--- src/rtl/rr_arbiter.sv ---
// -----------------------------------------------------------------------------
// rr_arbiter
//   NUM_REQ-way round-robin arbiter with ownership hold.
//
//   A requester that wins arbitration keeps its grant for as long as it holds
//   its req bit. When the owner lets go, the arbiter spends one idle cycle
//   (the release bubble). The priority pointer then moves to the slot just
//   after the old owner, so every requester gets its turn.
//
//   Optional feature (compile-time macro ARBITER_HOLD_LIMIT_EN):
//     When defined, a hold counter limits ownership to MAX_HOLD cycles while
//     some other requester is waiting. With no contention, the owner keeps
//     the grant and the counter stays saturated. When the macro is undefined,
//     the counter is not built and MAX_HOLD only takes part in parameter
//     validation.
//
//   flush is a synchronous abort. It clears the grant and leaves the pointer
//   untouched. n_rst is an asynchronous active-low reset. It clears everything,
//   including the pointer.
// -----------------------------------------------------------------------------
module rr_arbiter #(
    parameter int NUM_REQ  = 4,
    parameter int MAX_HOLD = 8
) (
    input  logic                       clk,
    input  logic                       n_rst,
    input  logic [NUM_REQ-1:0]         req,
    input  logic                       flush,
    output logic [NUM_REQ-1:0]         gnt,
    output logic [$clog2(NUM_REQ)-1:0] gnt_idx,
    output logic                       busy
);

    localparam int IDX_W = $clog2(NUM_REQ);

`ifdef ARBITER_HOLD_LIMIT_EN
    localparam int CNT_W = (MAX_HOLD > 1) ? $clog2(MAX_HOLD) : 1;
    localparam logic [CNT_W-1:0] HOLD_LAST = CNT_W'(MAX_HOLD - 1);
`endif

    // Elaboration-time sanity checks on the configuration.
    if (NUM_REQ < 2) begin : g_bad_num_req
        $error("rr_arbiter: NUM_REQ must be at least 2");
    end
    if (MAX_HOLD < 1) begin : g_bad_max_hold
        $error("rr_arbiter: MAX_HOLD must be at least 1");
    end

    typedef enum logic [0:0] {
        ST_IDLE  = 1'b0,
        ST_OWNED = 1'b1
    } state_t;

    // ------------------------------------------------------------------
    // Helpers
    // ------------------------------------------------------------------

    // Bring a value in [0, 2*NUM_REQ-2] back into [0, NUM_REQ-1]. Every
    // operand is at most NUM_REQ-1, so a single conditional subtract is
    // enough. This also holds when NUM_REQ is not a power of two.
    function automatic logic [IDX_W-1:0] idx_wrap(input logic [IDX_W:0] v);
        logic [IDX_W:0] t;
        if (v >= (IDX_W+1)'(NUM_REQ)) begin
            t = v - (IDX_W+1)'(NUM_REQ);
        end else begin
            t = v;
        end
        return t[IDX_W-1:0];
    endfunction

    // Slot that follows idx in the circular order.
    function automatic logic [IDX_W-1:0] idx_next(input logic [IDX_W-1:0] idx);
        return idx_wrap({1'b0, idx} + {{IDX_W{1'b0}}, 1'b1});
    endfunction

    // One-hot decode of an index.
    function automatic logic [NUM_REQ-1:0] onehot(input logic [IDX_W-1:0] idx);
        logic [NUM_REQ-1:0] oh;
        oh      = {NUM_REQ{1'b0}};
        oh[idx] = 1'b1;
        return oh;
    endfunction

    // ------------------------------------------------------------------
    // State
    // ------------------------------------------------------------------
    state_t           state_r;
    logic [IDX_W-1:0] ptr_r;
`ifdef ARBITER_HOLD_LIMIT_EN
    logic [CNT_W-1:0] hold_cnt_r;
`endif

    // ------------------------------------------------------------------
    // Combinational decisions
    // ------------------------------------------------------------------
    logic             found_s;
    logic [IDX_W-1:0] winner_s;
    logic [IDX_W:0]   cand_sum_s;
    logic [IDX_W-1:0] cand_s;
    logic             owner_req_s;
    logic             release_s;
`ifdef ARBITER_HOLD_LIMIT_EN
    logic             others_s;
    logic             hold_hit_s;
`endif

    // Circular priority search starting at ptr_r; the first set req bit wins.
    always_comb begin
        found_s    = 1'b0;
        winner_s   = {IDX_W{1'b0}};
        cand_sum_s = {(IDX_W+1){1'b0}};
        cand_s     = {IDX_W{1'b0}};
        for (int i = 0; i < NUM_REQ; i++) begin
            cand_sum_s = {1'b0, ptr_r} + (IDX_W+1)'(i);
            cand_s     = idx_wrap(cand_sum_s);
            if (!found_s && req[cand_s]) begin
                found_s  = 1'b1;
                winner_s = cand_s;
            end else begin
                found_s  = found_s;
                winner_s = winner_s;
            end
        end
    end

    // Decide whether the current owner gives up the grant at the next edge.
    always_comb begin
        owner_req_s = req[gnt_idx];
`ifdef ARBITER_HOLD_LIMIT_EN
        others_s    = |(req & ~gnt);
        hold_hit_s  = (hold_cnt_r == HOLD_LAST) && others_s;
        release_s   = !owner_req_s || hold_hit_s;
`else
        release_s   = !owner_req_s;
`endif
    end

    // ------------------------------------------------------------------
    // Arbiter FSM with registered outputs
    // ------------------------------------------------------------------

    // Single-process FSM: grant issue, hold, release bubble and flush abort.
    always_ff @(posedge clk or negedge n_rst) begin
        if (!n_rst) begin
            state_r    <= ST_IDLE;
            ptr_r      <= {IDX_W{1'b0}};
            gnt        <= {NUM_REQ{1'b0}};
            gnt_idx    <= {IDX_W{1'b0}};
            busy       <= 1'b0;
`ifdef ARBITER_HOLD_LIMIT_EN
            hold_cnt_r <= {CNT_W{1'b0}};
`endif
        end else if (flush) begin
            // Abort: drop any grant, keep the pointer where it is.
            state_r    <= ST_IDLE;
            ptr_r      <= ptr_r;
            gnt        <= {NUM_REQ{1'b0}};
            gnt_idx    <= {IDX_W{1'b0}};
            busy       <= 1'b0;
`ifdef ARBITER_HOLD_LIMIT_EN
            hold_cnt_r <= {CNT_W{1'b0}};
`endif
        end else begin
            case (state_r)
                ST_IDLE: begin
                    if (found_s) begin
                        state_r <= ST_OWNED;
                        gnt     <= onehot(winner_s);
                        gnt_idx <= winner_s;
                        busy    <= 1'b1;
                    end else begin
                        state_r <= ST_IDLE;
                        gnt     <= {NUM_REQ{1'b0}};
                        gnt_idx <= {IDX_W{1'b0}};
                        busy    <= 1'b0;
                    end
                    ptr_r      <= ptr_r;
`ifdef ARBITER_HOLD_LIMIT_EN
                    hold_cnt_r <= {CNT_W{1'b0}};
`endif
                end

                ST_OWNED: begin
                    if (release_s) begin
                        // The release edge is always followed by one idle
                        // cycle. The old owner moves to the lowest priority.
                        state_r    <= ST_IDLE;
                        ptr_r      <= idx_next(gnt_idx);
                        gnt        <= {NUM_REQ{1'b0}};
                        gnt_idx    <= {IDX_W{1'b0}};
                        busy       <= 1'b0;
`ifdef ARBITER_HOLD_LIMIT_EN
                        hold_cnt_r <= {CNT_W{1'b0}};
`endif
                    end else begin
                        state_r <= ST_OWNED;
                        ptr_r   <= ptr_r;
                        gnt     <= gnt;
                        gnt_idx <= gnt_idx;
                        busy    <= 1'b1;
`ifdef ARBITER_HOLD_LIMIT_EN
                        // Saturate so an uncontended owner can keep holding.
                        if (hold_cnt_r != HOLD_LAST) begin
                            hold_cnt_r <= hold_cnt_r + {{(CNT_W-1){1'b0}}, 1'b1};
                        end else begin
                            hold_cnt_r <= hold_cnt_r;
                        end
`endif
                    end
                end

                default: begin
                    state_r    <= ST_IDLE;
                    ptr_r      <= {IDX_W{1'b0}};
                    gnt        <= {NUM_REQ{1'b0}};
                    gnt_idx    <= {IDX_W{1'b0}};
                    busy       <= 1'b0;
`ifdef ARBITER_HOLD_LIMIT_EN
                    hold_cnt_r <= {CNT_W{1'b0}};
`endif
                end
            endcase
        end
    end

endmodule

--- config.mk ---
export PLATFORM = sky130hd
export DESIGN_NAME = rr_arbiter
export DESIGN_NICKNAME = d
export VERILOG_FILES = /design/src/rtl/rr_arbiter.sv
export SDC_FILE = /design/constraint.sdc
export NUM_CORES = 1
export LEC_CHECK = 0
export CELL_PAD_IN_SITES_DETAIL_PLACEMENT = 1
export CELL_PAD_IN_SITES_GLOBAL_PLACEMENT = 2
export CORE_UTILIZATION = 29
export DETAILED_ROUTE_END_ITERATION = 6
export MAX_ROUTING_LAYER = met4
export PLACE_DENSITY = 0.79
export SETUP_SLACK_MARGIN = 0.02
export SYNTH_ARGS = -nofsm -noshare
export SYNTH_HDL_FRONTEND = slang
export SYNTH_SLANG_ARGS = --single-unit
--- constraint.sdc ---
create_clock -name clk -period 2.16 [get_ports clk]
set_input_delay 0.432 -clock clk [delete_from_list [all_inputs] [get_ports clk]]
set_output_delay 0.432 -clock clk [all_outputs]
set_load 0.01 [all_outputs]
==> metrics.txt, run 1 <==
Tot GR Track Use 0.1549; share of power burned in registers 0.423; R2R cell count 3; CP Class in -> reg; total setup buffers inserted after CTS 0; core area 1506 um2; Clock transition at path regs 60 ps; Final Slew Violations 0; Ys Warns 0; Layout Nets 69; number of global-route vias before repair 459; largest cells by area after synthesis dfrtp_1 (48%), a21oi_1 (5.3%), mux4_2 (4.8%); maxcap violations 0; peak supply drop 402.6 uV; CTS resizes 0; Inst Count DP 73; Fillers 170; top_reg_cell synth dfrtp_1; Initial Util 0.3123; DRC Markers 0; post-DR wirelength/cell 15.34 um; Worst setup SP type primary input; # H-tree levels 1; Yosys reg bits 9; CP Max Fanout 5; fraction of layout cells with a size suffix above 1 0.1311; max incr delay on CP 560 ps; RSZ-0062 raised after global routing false; status complete, no violations; Internal 403.3 uW; IO buf count 13; largest net degree at the start of global routing 10; multi-input logic area 241.5 um2; Avg Cell Area, Syn 10.94 um2; number of vias per cell 5.636; endpoints failing hold 0; Yosys top cell area share 0.4787; DP HPWL 919.3 um; total gr overflow 0; FF/Latch Area 225.2 um2; drt pass-1 iters 4; Synth top cells by count dfrtp_1 (9), a21oi_1 (5), nand3_1 (3), nor2_1 (3), nor2b_1 (3); post-synthesis cell type count 22; chip height 42.28 um; HP Class in -> async; clk_lat worst skew 260 ps; sequential share of the synthesized area 0.4787; Comb power frac 0.363; Post-synth EDFFs 0; WL met3 45 um; Pwr Density 933.7 nW/um2; via count 434; Num CTS Buffers 3; CP required 2310 ps; Final Critical Period 1754 ps; final period utilization 0.8123; CTS tree built; Area Overhead vs Synth 39.10%; GP Congestion 0.7452; Worst-Margin Slew 410.2 ps; post-synthesis async set-or-reset flop share 1.000; Mapped Cells 43; Fin Clk Skew 6.159 ps; IO Pins 14; Pwr Total 611.0 uW; first-pass GRT wire length 1.987 mm; initial antenna violation count 0; FMAX 0.5700 GHz; drt total wl 1.181 mm; Final ANT Viol Nets 0; CTS Sinks 9; Root Driver clkbuf_4; Synth area leader dfrtp_1; hold slack 460.0 ps; Rel. slew slack 0.7244; TNS Setup 0 ps; met2 wire len 541 um; arrival time at the worst endpoint 1910 ps; Hold-fix buffers, CTS 0; final std cells w/o fill 77; clock share of power 0.215; sw frac 0.3400; worst-path cell chain clkdlybuf4s50_1 > mux4_2 > and2_4 > a22o_1; Die Width 42.28 um; DR top layer met4; num rows 14; Syn Std Cell Area 470.5 um2; # setup viols final 0; DRC marker count from the first detailed-route iteration 5; M1 WL 566 um; LEAKAGE 0.0002651 uW; syn_nets 50; Critical-path top delay cell mux4_2; most common cell in the synthesized netlist dfrtp_1; clk buf depth 2; die area 1787 um2; antenna cell count 0; NetSw 207.7 uW; crit end category flip-flop
[power groups by stage]
stage / sequential (uW) / clock [uW] / combinational (uW)
floorplan: 262 / 0 / 120
global placement: 263 / 0 / 221
detailed placement: 262 / 0 / 223
CTS: 259 / 135 / 225
global route: 267 / 143 / 244
finish: 258 / 131 / 222
[flip-flops by register name, indices dropped and copies added, names as in the netlist]
register / count
gnt_idx: 2
ptr_r: 2
state_r: 1
gnt: 4
[critical path, delay by kind of cell]
kind	cells	cell delay, ps
mux	1	560
buf+inv	1	490
compound gates	1	230
simple gates	1	190
[through the flow]
| step | worst slack [ps] | area (um2) | utilization |
|---|---|---|---|
| 3_3_place_gp | 133.6 | 628.1 | 0.4169 |
| 6_report | 405.5 | 654.4 | 0.4344 |
| 2_1_floorplan | 632.1 | 470.5 | - |
| 4_1_cts | 406.5 | 654.4 | 0.4344 |
| 3_5_place_dp | 135.3 | 628.1 | 0.4169 |
| 5_1_grt | 297.7 | 654.4 | 0.4344 |
[layout by cell type (no fill, tap or decap)]
cell	netlist	final
a21o_1	1	1
or2_1	1	1
nand2b_1	2	2
nand3_1	3	3
and2_4	1	1
o41ai_1	2	2
o32a_1	1	1
nor2b_2	1	1
buf_4	0	1
nor2b_1	3	3
inv_2	1	1
a2111o_1	1	1
a21oi_1	5	5
a22o_1	1	1
dfrtp_1	9	9
clkdlybuf4s50_1	0	13
nor3_1	1	1
xnor2_1	1	1
mux4_2	1	1
a32o_1	2	2
nor4_1	1	1
nor2_1	3	3
clkbuf_1	0	1
clkbuf_4	0	3
o32ai_1	1	1
a211o_1	1	1
[cell type report]
class,instances,area share
repair buffers,14,0.2103
clock buffers,4,0.04015
multi-input cells,33,0.3690
inverters,1,0.005736
flip-flops and latches,9,0.3442
well taps,16,0.03059
[routing by layer]
layer / vias to the layer above / track usage
li1: 205 / -
met1: 214 / 0.2050
met2: 11 / 0.2215
met3: 4 / 0.01293
met4: 0 / 0.1125
met5: - / -
[final timing paths]
kind                              end  startpoint  slack (ps)
setup / recovery           gnt_idx[1]      req[0]         410
hold / removal             gnt_idx[1]       n_rst         460
setup reg to reg           gnt_idx[1]  gnt_idx[0]         580
hold reg to reg                gnt[2]      gnt[2]         510
max in group asynchronous      gnt[3]       n_rst        1410
min in group clk               gnt[2]      gnt[2]         510
[cells by family after synthesis]
logic type	count (synthesis)	share of synthesized area
AND/OR/NAND/NOR	16	0.1968
multiplexers	1	0.04787
buffers and inverters	1	0.007971
flip-flops	9	0.4787
AO/OA/AOI/OAI	15	0.2500
XOR/XNOR	1	0.01862
Power figures use the tool's default switching activity.
==> run 2: changes to the inputs <==
--- a/config.mk
+++ b/config.mk
@@ -7,10 +7,10 @@
 export LEC_CHECK = 0
 export CELL_PAD_IN_SITES_DETAIL_PLACEMENT = 1
 export CELL_PAD_IN_SITES_GLOBAL_PLACEMENT = 2
-export CORE_UTILIZATION = 29
+export CORE_UTILIZATION = 26
 export DETAILED_ROUTE_END_ITERATION = 6
 export MAX_ROUTING_LAYER = met4
-export PLACE_DENSITY = 0.79
+export PLACE_DENSITY = 0.72
 export SETUP_SLACK_MARGIN = 0.02
 export SYNTH_ARGS = -nofsm -noshare
 export SYNTH_HDL_FRONTEND = slang
==> constraint.sdc (replaced) <==
create_clock -name clk -period 1.7 [get_ports clk]
set_input_delay 0.34 -clock clk [delete_from_list [all_inputs] [get_ports clk]]
set_output_delay 0.34 -clock clk [all_outputs]
set_load 0.01 [all_outputs]
==> run 2 against run 1 <==
Global-route usage barely moved. Sequential share of layout area is 3.8 points lower. Final cell count grew 23%. Sequential power is 26% higher. Wire length grew 6.2%. Largest power group is now combinational logic. Highest routed layer unchanged.
==> metrics.txt, run 2 (synthesis gave the netlist of run 1 again) <==
status complete, no violations; Hold-fix buffers, CTS 0; Setup WS post-layout 28.64 ps; Fillers 195; # setup viols final 0; core area 1708 um2; CP Max Fanout 4; TNS Setup 0 ps; drt total wl 1.254 mm; most common cell after layout, fill and taps aside clkdlybuf4s50_1; max reg flops 4; Num CTS Buffers 3; R2R setup slack 260 ps; endpoints failing hold 0; Area Overhead vs Synth 56.38%; sw frac 0.3302; DRC marker count from the first detailed-route iteration 5; GP Congestion 0.7673; most frequent cells in the layout clkdlybuf4s50_1 (12), buf_4 (10), dfrtp_1 (9), a21oi_1 (5); final std cells w/o fill 95; Final Slew Violations 0; fin util 0.4308; arrival time at the worst endpoint 1810 ps; LEAKAGE 0.0003255 uW; FMAX 0.5983 GHz; CP required 1830 ps; drt pass-1 iters 4; Layout Nets 78; clock share of power 0.195; number of global-route vias before repair 464; peak supply drop 400.9 uV; antenna cell count 0; CP Class in -> reg; Initial Util 0.2755; fraction of layout cells with a size suffix above 1 0.2429; final period utilization 0.9832; Clock transition at path regs 60 ps; IO Pins 14; dpl ws -219.2 ps; R2R cell count 3; clk buf depth 2; IO buf count 13; die area 1983 um2; HP Class in -> async; RSZ-0062 raised after global routing true; clk_lat worst skew 250 ps; Fin Clk Skew 3.883 ps; Reg2Reg Launch Point gnt_idx[0]; CTS tree built; Comb power frac 0.411; num rows 15; Root Driver clkbuf_4; chip height 44.54 um; CTS Sinks 9; Worst-Margin Slew 445.6 ps; biggest regs gnt x4, gnt_idx x2, ptr_r x2; Final ANT Viol Nets 0; DRC Markers 0; Rel. slew slack 0.7007; Die Width 44.54 um; share of power burned in registers 0.395; crit end category flip-flop; DP HPWL 1.019 mm; FF-to-FF End gnt_idx[1]; Internal 554.0 uW; number of vias per cell 4.789; Inst Count DP 91; # H-tree levels 1; largest net degree at the start of global routing 10; post-DR wirelength/cell 13.20 um; Reg with most FFs gnt; total setup buffers inserted after CTS 0; first-pass GRT wire length 2.132 mm; total gr overflow 0; NetSw 273.1 uW; maxcap violations 0; Final Critical Period 1671 ps; Pwr Density 1124 nW/um2; Tot GR Track Use 0.1545; via count 455; initial antenna violation count 0; Worst setup SP type primary input
-- run 2: changes by cell type in the layout (fill, tap and decap cells not counted), sizes merged --
cell           previous run  this run
buf                       1        10
clkdlybuf4s50            13        12
dlymetal6s2s              0         1
-- run 2: power groups by stage --
stage / Combinational (uW) / Sequential [uW] / Clock, uW
after detailed placement: 343 / 332 / 0
after global routing: 370 / 340 / 185
after global placement: 340 / 331 / 0
after floorplan: 153 / 333 / 0
final: 340 / 326 / 161
after CTS: 346 / 328 / 170
-- run 2: worst max-delay path by stage --
stage	startpoint	end	slack [ps]	depth (start not counted)
4_1_cts	req[2]	gnt[1]	40	6
3_3_place_gp	req[0]	gnt_idx[1]	-190	4
5_1_grt	req[2]	gnt[1]	5	6
6_report	req[2]	gnt[1]	30	5
2_1_floorplan	gnt_idx[0]	gnt_idx[1]	170	3
3_5_place_dp	req[2]	gnt[1]	-220	6
-- run 2: layout make-up --
cell class / instances / area (um2) / share of cell area
well taps: 25 / 31.28 / 0.04252
repair buffers: 23 / 207.7 / 0.2823
inverters: 1 / 3.754 / 0.005102
multi-input cells: 33 / 241.5 / 0.3282
flip-flops and latches: 9 / 225.2 / 0.3061
clock buffers: 4 / 26.28 / 0.03571
-- run 2: timing repair --
action	CTS	global route
setup endpoints to repair	0	3
endpoints found under the hold margin	0	0
resized for setup	0	1
-- run 2: through the flow --
| stage | total power (uW) | cell area (um2) | hold WS, ps |
|---|---|---|---|
| 2_1_floorplan | 486.4 | 470.5 | 44.41 |
| 3_3_place_gp | 671.3 | 706.9 | 485.8 |
| 3_5_place_dp | 674.2 | 706.9 | 488.3 |
| 4_1_cts | 844.0 | 733.2 | 398.4 |
| 5_1_grt | 894.8 | 735.7 | 404.5 |
| 6_report | 827.1 | 735.7 | 387.1 |
-- run 2: routing by layer --
metal  track usage  part of all wire
met4       0.07273            0.0072
met3       0.01224             0.036
met2        0.2382              0.46
met1        0.2045              0.49
met5             -                 0
-- run 2: worst max-delay path, stage by stage --
cell and delay, ps:
clkdlybuf4s50_1 450, nor2b_1 160, a21o_1 160, a211o_1 350, o41ai_1 350
